$ cat src/rtl/ram_arbiter.sv
// ram_arbiter: two-requester round-robin arbiter driving a single-port sync RAM
// through a registered issue stage, with tagged read return and saturating grant counters.
module ram_arbiter #(
    parameter int DATA_WIDTH = 32,
    parameter int ADDR_WIDTH = 10,
    parameter int CNT_WIDTH  = 16
) (
    input  logic                  clk,
    input  logic                  rst,
    input  logic                  req0,
    input  logic                  req1,
    input  logic                  wr_rdn0,
    input  logic                  wr_rdn1,
    input  logic [ADDR_WIDTH-1:0] addr0,
    input  logic [ADDR_WIDTH-1:0] addr1,
    input  logic [DATA_WIDTH-1:0] wdata0,
    input  logic [DATA_WIDTH-1:0] wdata1,
    output logic                  gnt0,
    output logic                  gnt1,
    output logic                  rvalid0,
    output logic                  rvalid1,
    output logic [DATA_WIDTH-1:0] rdata0,
    output logic [DATA_WIDTH-1:0] rdata1,
    output logic                  ram_en,
    output logic                  ram_wr_rdn,
    output logic [ADDR_WIDTH-1:0] ram_addr,
    output logic [DATA_WIDTH-1:0] ram_data_wr,
    input  logic [DATA_WIDTH-1:0] ram_data_rd,
    output logic [CNT_WIDTH-1:0]  gnt_cnt0,
    output logic [CNT_WIDTH-1:0]  gnt_cnt1
);
    logic ptr, tag0, tag1, acc;
    assign gnt0   = !rst && req0 && (!req1 || !ptr);
    assign gnt1   = !rst && req1 && (!req0 || ptr);
    assign acc    = gnt0 | gnt1;
    assign rdata0 = ram_data_rd;
    assign rdata1 = ram_data_rd;
    // tagN marks a read sitting in the issue register; rvalidN follows one cycle later
    always_ff @(posedge clk) begin
        if (rst) begin
            ptr         <= 1'b0;
            ram_en      <= 1'b0;
            ram_wr_rdn  <= 1'b0;
            ram_addr    <= '0;
            ram_data_wr <= '0;
            tag0        <= 1'b0;
            tag1        <= 1'b0;
            rvalid0     <= 1'b0;
            rvalid1     <= 1'b0;
            gnt_cnt0    <= '0;
            gnt_cnt1    <= '0;
        end else begin
            ram_en  <= acc;
            tag0    <= gnt0 && !wr_rdn0;
            tag1    <= gnt1 && !wr_rdn1;
            rvalid0 <= tag0;
            rvalid1 <= tag1;
            if (acc) begin
                ptr         <= gnt0;
                ram_wr_rdn  <= gnt1 ? wr_rdn1 : wr_rdn0;
                ram_addr    <= gnt1 ? addr1 : addr0;
                ram_data_wr <= gnt1 ? wdata1 : wdata0;
            end
            if (gnt0 && gnt_cnt0 != '1) gnt_cnt0 <= gnt_cnt0 + CNT_WIDTH'(1);
            if (gnt1 && gnt_cnt1 != '1) gnt_cnt1 <= gnt_cnt1 + CNT_WIDTH'(1);
        end
    end
endmodule
$ cat config.mk
export PLATFORM = sky130hd
export DESIGN_NAME = ram_arbiter
export DESIGN_NICKNAME = d
export VERILOG_FILES = /design/src/rtl/ram_arbiter.sv
export SDC_FILE = /design/constraint.sdc
export NUM_CORES = 1
export LEC_CHECK = 0
export ABC_CLOCK_PERIOD_IN_PS = 2590
export BUFFER_PORTS_ARGS = -buffer_cell sky130_fd_sc_hd__buf_2
export CAP_MARGIN = 40
export CORE_AREA = 2 2 104 106
export CTS_BUF_LIST = sky130_fd_sc_hd__clkbuf_8
export DETAILED_ROUTE_END_ITERATION = 10
export DIE_AREA = 0 0 106 108
export PLACE_DENSITY = 0.77
export SYNTH_ARGS = -nofsm -noshare
export SYNTH_HDL_FRONTEND = slang
export SYNTH_SLANG_ARGS = --single-unit
$ cat constraint.sdc
create_clock -name clk -period 2.59 [get_ports clk]
set_input_delay 0.1295 -clock clk [delete_from_list [all_inputs] [get_ports clk]]
set_output_delay 0.1295 -clock clk [all_outputs]
set_load 0.005 [all_outputs]
**After elaboration in Yosys (flattened, before gate mapping)**

Cells that the tools add are included.

- Flip-flop bits (word level): 81
- Memories kept: 0
- Logic and storage cells: 35
- Output and inout bits: 144
- Bits in read-only memories: 0
- Input bits: 122
- Bits in latches: 0
- Bits in writable memories: 0

- Mux-type cells: 3
- Shift operators: 0
- Div/mod/pow operators: 0
- Multiply operators: 0
- Reductions and logical operators: 16
- Bitwise gates (word level): 1
- $lt $le $gt $ge: 0
- Equal/unequal tests: 2
- Add/sub/neg operators: 2

Operators with widths:

| cell | count |
|---|---|
| $add A16 B1 Y16 const B | 2 |
| $mux W32 | 1 |
| $ne A16 B16 Y1 const B | 2 |
| $mux W10 | 1 |
| $logic_and A1 B1 Y1 | 8 |
| $logic_not A1 Y1 | 6 |
| $logic_or A1 B1 Y1 | 2 |
| $mux W1 | 1 |
| $or A1 B1 Y1 | 1 |

**Logic depth before layout (Yosys ltp)**

Gate-level depths: netlist of run 1.

- Depth after elaboration: 4
- Mapped depth: 6
- Mapped depth without buffers: 5

**Least setup slack after synthesis of run 1**

No wires, ideal clock.

- Path kind: register -> register
- From: register gnt_cnt1[0]
- To: register gnt_cnt1[13]
- Setup slack: 0.693 ns
- Path buffers: 1
- Setup time: 0.123 ns
- Clock period less this slack: 1.897 ns
- Stages on the path, launching flop included: 7
- Data arrival time: 1.774 ns
- Required time: 2.467 ns
- Cells stage by stage: dfxtp_1 ha_1 nand3_2 or4_1 buf_2 nand4b_1 mux2_1

- Cells in the longest elaborated chain, start to end: 2
- Elaborated cells between the ends (all ways): 3
- Classes of those cells: add/sub: 1; eq/ne: 1; reduce/logical: 1

Ends and longest elaborated chain:

| item | line | source |
|---|---|---|
| start, declared | 30 | `output logic [CNT_WIDTH-1:0] gnt_cnt1` |
| start signal, assigned | 65 | `if (gnt1 && gnt_cnt1 != '1) gnt_cnt1 <= gnt_cnt1 + CNT_WIDTH'(1);` |
| parallel branches: the longest is 2 deep, another holds $add A16 B1 Y16 | -- |  |

Parallel ways; which one is timed is not known.
A chain may end at the register's enable or synchronous reset.

**Worst setup path in the final report of run 1**

Same ends and word-level chain as after synthesis.

==> flow_summary.ini, run 1 <==
[run_status]
status = finished clean

[sta]
tightest_slew_ns = 0.7809
min_period_ns = 2.084
fmaxAchievable_ghz = 0.4799
rsz0062_at_grt = false
slew-limit-headroom_pct = 47.54
whs_ns = 0.04130
hold_violations = 0
drv_slew = 0
setup_viol = 0
fin_crit_sh_pct = 80.45
skew_ns = 0.006781
fin_tns_setup_ns = 0

[logic_synthesis]
synth_edf_count = 0
ys_seq_area_share_pct = 38.70
async_flop_share_pct = 0
ys_types = 47
syn-num-nets = 598
avgSynthCellArea_um2 = 8.840
yosys_warnings = 0
synthFlopType = dfxtp_1
netlist_area_um2 = 4190
synth_seq_cells = 81
syn_inst = 474

[die]
coreArea_um2 = 10230
die_width_um = 106
ios = 266
die_h_um = 108
rows = 37
dieArea_um2 = 11450
start_util_pct = 40.96

[power_and_ir_drop]
ir_worst_vdd_v = 0.0002656
leakagePower_nw = 2.116
power_density_nw_per_um2 = 518.0
p_clk_share_pct = 35.5
p_sw_mw = 0.6524
power.internal_mw = 1.885
combPwrFrac_pct = 12.0
p_sw_share_pct = 25.71
p_seq_share_pct = 52.5

[place]
hpwl_mm = 8.200
portBuffers = 169
place.gp.congestion = 0.8594

[grt]
grt_usage_pct = 19.46
grt_max_degree = 41
grt_pass1_wl_mm = 18.01
antenna_found_initial = 1
overflow = 0
grt_pass1_vias = 3817

[critical_path]
cp_max_fo = 6
cp.arrival_ns = 2.32
crit_path_start_kind = flip-flop
cp.required_ns = 2.83
critPathCaptureType = flip-flop
ff2ff_path_depth = 5
reg2reg_setup_slack_ns = 0.51
critPathKind = reg -> reg

[clocking]
cts_tree = done
cts-root-buf = clkbuf_8
cts_buffer_depth = 2
cts_made_buffers = 9
insertion_delay_ns = 0.35
cts_sinks = 81
post_cts_buffers = 0
cts.clk_slew.worst_paths_ns = 0.09
htreeDepth = 3

[cells_and_area]
syn_to_final_growth_pct = 16.90
drive_gt1_share_pct = 35.28
fillers = 1005
nets = 700

[routing]
drc = 0
drtPass1Iterations = 4
ant_nets = 0
via_per_inst = 5.457
drt_iter0_markers = 172
wl_mm = 11.33
vias = 3918
post_drt_wl_per_cell_um = 15.78

[worst_hold_path]
min_path_cells = 3
hold_path.class = in -> reg

[job]
cap_viol_max_count = 0
layout by cell type (no fill, tap or decap), types with 7 or more instances in the layout:
cell type  Yosys  final
a21oi_1       14     14
and3_1         7      7
buf_2          5    169
buf_4         64      8
clkbuf_8       0      9
dfxtp_1       81     81
inv_1          9     11
mux2i_1       42     42
nand2_1       21     21
nand3_1       51     51
nand4_1       12     12
nor2_1        11     10
o21ai_0       48     47
o311ai_0       8      8
or4_1          7      7
cell usage after synthesis (6+ instances only):
cell type / n / share of area [%]
a311oi_1: 6 / 1.3
dfxtp_1: 81 / 39
inv_1: 9 / 0.81
o21ai_0: 48 / 5.7
or4_1: 7 / 1.3
o41ai_1: 6 / 1.3
o31ai_1: 6 / 1.1
a21oi_1: 14 / 1.7
nand2_1: 21 / 1.9
and3_1: 7 / 1.0
nand4_1: 12 / 1.8
nor2_1: 11 / 0.99
o311ai_0: 8 / 1.7
nand3_1: 51 / 6.1
mux2i_1: 42 / 10
buf_4: 64 / 11
clkbuf_1: 18 / 1.6
final cells by class:
| class | instances | area [um^2] | area share [%] |
|---|---|---|---|
| tap | 136 | 170.2 | 3.474 |
| timing repair buffer | 179 | 925.9 | 18.90 |
| inverter | 11 | 41.29 | 0.8429 |
| multi-input combinational | 294 | 1949 | 39.80 |
| sequential | 81 | 1622 | 33.10 |
| clock buffer | 9 | 123.9 | 2.529 |
| antenna | 1 | 2.502 | 0.05109 |
| clock inverter | 7 | 63.81 | 1.303 |
repair_timing:
action                                 CTS  global route
gates resized for setup                  0             0
hold buffers                             2             0
endpoints found under the hold margin    2             0
flip-flops by register name, indices dropped and copies added, names as in the netlist:
name,cells
ptr,1
ram_en,1
gnt_cnt0,16
tag0,1
ram_addr,10
gnt_cnt1,16
rvalid1,1
ram_wr_rdn,1
tag1,1
rvalid0,1
ram_data_wr,32
power by group through the flow:
stage	sequential [mW]	clock, mW	combinational (mW)
final	1.33	0.901	0.304
after global routing	1.34	0.982	0.335
after detailed placement	1.36	0	0.304
after CTS	1.33	0.925	0.307
after global placement	1.36	0	0.293
after floorplan	1.36	0	0.214
routing by layer:
layer	GRT usage (%)	up-vias	part of all wire (%)
met4	10.06	0	1.7
li1	-	1886	-
met2	33.87	151	51
met5	0	-	0
met1	22.36	1849	41
met3	4.581	32	6.9
critical path, cell delays in order, from the launching register on:
cell      delay (ns)
dfxtp_1         0.41
ha_1            0.24
nand3_2         0.15
or4_1           0.68
nand4b_1        0.17
mux2_1          0.32
per-stage QoR:
step	std cells	util, %	setup WS [ns]	instance area (um^2)	power [mW]
2_1_floorplan	474	-	0.6932	4190	1.578
3_3_place_gp	699	45.82	0.6496	4688	1.651
3_5_place_dp	699	45.82	0.5450	4688	1.665
4_1_cts	717	47.85	0.5309	4896	2.565
5_1_grt	718	47.88	0.3871	4898	2.657
6_report	718	47.88	0.5062	4898	2.537
logic make-up after synthesis:
logic type               count (synthesis)  share of synthesized area (%)
flip-flops                              81                          38.70
adder cells (fa/ha/maj)                  2                         0.5971
AND/OR/NAND/NOR                        150                          20.78
AO/OA/AOI/OAI                           98                          14.42
multiplexers                            44                          10.57
buffers and inverters                   99                          14.93
final timing paths:
check / from / endpoint
worst max-delay path: gnt_cnt1[0] / gnt_cnt1[13]
worst min register to register: tag0 / rvalid0
worst min-delay path: wdata1[31] / ram_data_wr[31]
worst max register to register: gnt_cnt1[0] / gnt_cnt1[13]
Note: power is estimated with default switching activity, not from simulation.
==> run 2: changes to the inputs <==
==> config.mk (replaced) <==
export PLATFORM = sky130hd
export DESIGN_NAME = ram_arbiter
export DESIGN_NICKNAME = d
export VERILOG_FILES = /design/src/rtl/ram_arbiter.sv
export SDC_FILE = /design/constraint.sdc
export NUM_CORES = 1
export LEC_CHECK = 0
export ABC_AREA = 1
export ABC_CLOCK_PERIOD_IN_PS = 1800
export BUFFER_PORTS_ARGS = -buffer_cell sky130_fd_sc_hd__buf_2
export CAP_MARGIN = 40
export CORE_MARGIN = 2
export CORE_UTILIZATION = 41
export CTS_BUF_LIST = sky130_fd_sc_hd__clkbuf_8
export DETAILED_ROUTE_END_ITERATION = 10
export PLACE_DENSITY = 0.79
export SYNTH_ARGS = -nofsm -noshare
export SYNTH_HDL_FRONTEND = slang
export SYNTH_SLANG_ARGS = --single-unit
==> constraint.sdc (replaced) <==
create_clock -name clk -period 1.8 [get_ports clk]
set_input_delay 0.09 -clock clk [delete_from_list [all_inputs] [get_ports clk]]
set_output_delay 0.09 -clock clk [all_outputs]
set_load 0.005 [all_outputs]
==> run 2 against run 1 <==
  * Combinational power increased to 2.6 times the previous value
  * Sequential power increased by 51%
  * Critical path type unchanged
  * Maximum frequency increased by 20%
  * Highest routed layer unchanged
  * Area after synthesis increased by 5.9%
  * Flip-flop and latch count unchanged
==> flow_summary.ini, run 2 <==
[critical_path]
cp.required_ns = 2.10
reg2reg_setup_slack_ns = 0.06
cp_max_fo = 22
reg2reg_from = ptr
path_cells = nor2_4 -> nor2_4 -> buf_8 -> nand2_1 -> a31oi_1 -> dlygate4sd3_1
critPathCaptureType = flip-flop
critPathKind = reg -> reg
cp.arrival_ns = 2.04
slowest_delay_ns = 0.58
cp_common_cell = nor2_4
ff2ff_path_depth = 6
crit_path_start_kind = flip-flop
r2r-end = ram_data_wr[29]
crit_slowest_cell = dlygate4sd3_1

[sta]
fin_tns_setup_ns = 0
hold_violations = 0
setup_viol = 0
fmaxAchievable_ghz = 0.5757
skew_ns = 0.009025
rsz0062_at_grt = false
tightest_slew_ns = 0.4315
drv_slew = 0
min_period_ns = 1.737
fin_crit_sh_pct = 96.51
slew-limit-headroom_pct = 71.24

[cells_and_area]
regMostFlops = ram_data_wr
fillers = 931
drive_gt1_share_pct = 26.16
nets = 943
layout_common_cells = nand2_1, buf_2, nor2_1
largest_reg_flops = 32
final_area_um2 = 5904
reg_top3 = ram_data_wr x32, gnt_cnt0 x16, gnt_cnt1 x16
syn_to_final_growth_pct = 33.08
final_common_cell = nand2_1
antennaDiodeCount = 0

[place]
portBuffers = 169
hpwl_mm = 8.400
place_area_um2 = 4912
place.gp.congestion = 0.8959

[power_and_ir_drop]
power_density_nw_per_um2 = 717.5
ir_worst_vdd_v = 0.0004775
p_sw_share_pct = 26.74
combPwrFrac_pct = 19.0
leakagePower_nw = 2.769
p_sw_mw = 1.133
p_seq_share_pct = 47.4
finalPower_mw = 4.236
power.internal_mw = 3.104
p_clk_share_pct = 33.6

[clocking]
htreeDepth = 3
cts_sinks = 81
cts_made_buffers = 9
cts_buffer_depth = 2
cts.clk_slew.worst_paths_ns = 0.09
insertion_delay_ns = 0.36
cts_tree = done
cts-root-buf = clkbuf_8

[routing]
vias = 4894
drtPass1Iterations = 5
drt_iter0_markers = 253
ant_nets = 0
wl_mm = 13.68
post_drt_wl_per_cell_um = 14.28
via_per_inst = 5.109
drc = 0

[worst_hold_path]
worst_hold_path.endpoint = gnt_cnt0[7]
hold_path.class = in -> reg
hold_start = rst
min_path_cells = 2

[logic_synthesis]
syn-num-nets = 767
yosys.cell_count.top_type = nand2_1
synth_commonest_cells = nand2_1, nor2_1, dfxtp_1, buf_4, a21oi_1
ys_seq_area_share_pct = 36.55
avgSynthCellArea_um2 = 6.900
netlist_area_um2 = 4437
yosys-top-cells-area = dfxtp_1, nand2_1, buf_4
synth_seq_cells = 81
synth_top_area_share_pct = 36.55
synth_area_leader_cell = dfxtp_1
synthFlopType = dfxtp_1
syn_inst = 643
synth_edf_count = 0
yosys_warnings = 0
ys_types = 29
async_flop_share_pct = 0

[grt]
grt_pass1_vias = 4694
antenna_found_initial = 0
grt_max_degree = 83
overflow = 0
grt_pass1_wl_mm = 21.78
grt_usage_pct = 23.44

[die]
die_h_um = 108.0
start_util_pct = 42.59
rows = 37
die_width_um = 108.0
coreArea_um2 = 10420
dieArea_um2 = 11670
ios = 266

[job]
cap_viol_max_count = 0

[run_status]
status = finished clean
==> run 2: cell count changes in the layout (fill, tap and decap cells not counted), sizes merged, moves of 8 or more <==
cell / previous run / this run
nand2: 21 / 181
nor2: 11 / 94
dlygate4sd3: 2 / 78
a21oi: 15 / 62
mux2i: 42 / 0
o21ai: 48 / 8
a31oi: 4 / 40
inv: 13 / 37
nand3: 53 / 32
and3: 9 / 0
o311ai: 8 / 0
or4: 8 / 0
==> run 2: cell type report <==
| type | count | area [um^2] | share of cell area [%] |
|---|---|---|---|
| sequential | 81 | 1622 | 27.46 |
| clock buffer | 9 | 123.9 | 2.098 |
| timing repair buffer | 256 | 1727 | 29.24 |
| inverter | 35 | 133.9 | 2.267 |
| multi-input combinational | 436 | 2053 | 34.77 |
| clock inverter | 5 | 75.07 | 1.271 |
| tap | 136 | 170.2 | 2.882 |
==> run 2: worst max-delay path: cells and delay by family (launching register included) <==
family,cells,cell delay [ns]
compound gates,1,0.17
flops,1,0.41
buf+inv,2,0.79
simple gates,3,0.31
==> run 2: how the worst max path moves through the flow <==
stage	start	end	slack, ns
final	ptr	ram_data_wr[29]	0.06
after global placement	gnt_cnt1[0]	gnt_cnt1[1]	0.32
after global routing	ptr	ram_data_wr[29]	0.02
after CTS	ptr	ram_data_wr[29]	0.04
after detailed placement	gnt_cnt1[0]	gnt_cnt1[13]	0.24
after floorplan	gnt_cnt1[0]	gnt_cnt1[10]	0.42
==> run 2: per-stage QoR <==
step                std cells  hold slack (ns)  util (%)  setup WS [ns]
global placement          866           0.1801     47.16         0.3178
CTS                       957        0.0004341     56.47        0.04211
detailed placement        866           0.1801     47.16         0.2392
global route              958         0.007054     56.68        0.01713
floorplan                 643           0.1624         -         0.4225
finish                    958          0.02220     56.68        0.06286
==> run 2: power groups by stage <==
stage / sequential (mW) / combinational (mW) / clock [mW]
3_3_place_gp: 2.04 / 0.611 / 0
5_1_grt: 2.02 / 0.873 / 1.52
6_report: 2.01 / 0.803 / 1.43
4_1_cts: 2.00 / 0.766 / 1.46
2_1_floorplan: 2.05 / 0.417 / 0
3_5_place_dp: 2.04 / 0.614 / 0
==> run 2: kinds of logic after synthesis <==
kind of cell	count (synthesis)	synth area share [%]
buffers and inverters	126	17.29
adder cells (fa/ha/maj)	2	0.5639
AND/OR/NAND/NOR	317	30.54
flip-flops	81	36.55
XOR/XNOR	3	0.5923
AO/OA/AOI/OAI	114	14.47
==> run 2: timing repair <==
item                       in CTS  in global routing
setup buffers                   0                  0
hold endpoints to repair       43                  1
resized for setup               0                  3
hold buffers                   77                  1
setup endpoints to repair       0                 10
==> run 2: per-layer routing <==
| metal | GRT usage, % | routed length [um] | up-vias |
|---|---|---|---|
| met5 | 0 | 0 | - |
| met4 | 14.10 | 555 | 0 |
| met3 | 7.294 | 1063 | 62 |
| met2 | 39.44 | 6567 | 238 |
| met1 | 25.89 | 5497 | 2215 |
| li1 | - | - | 2379 |
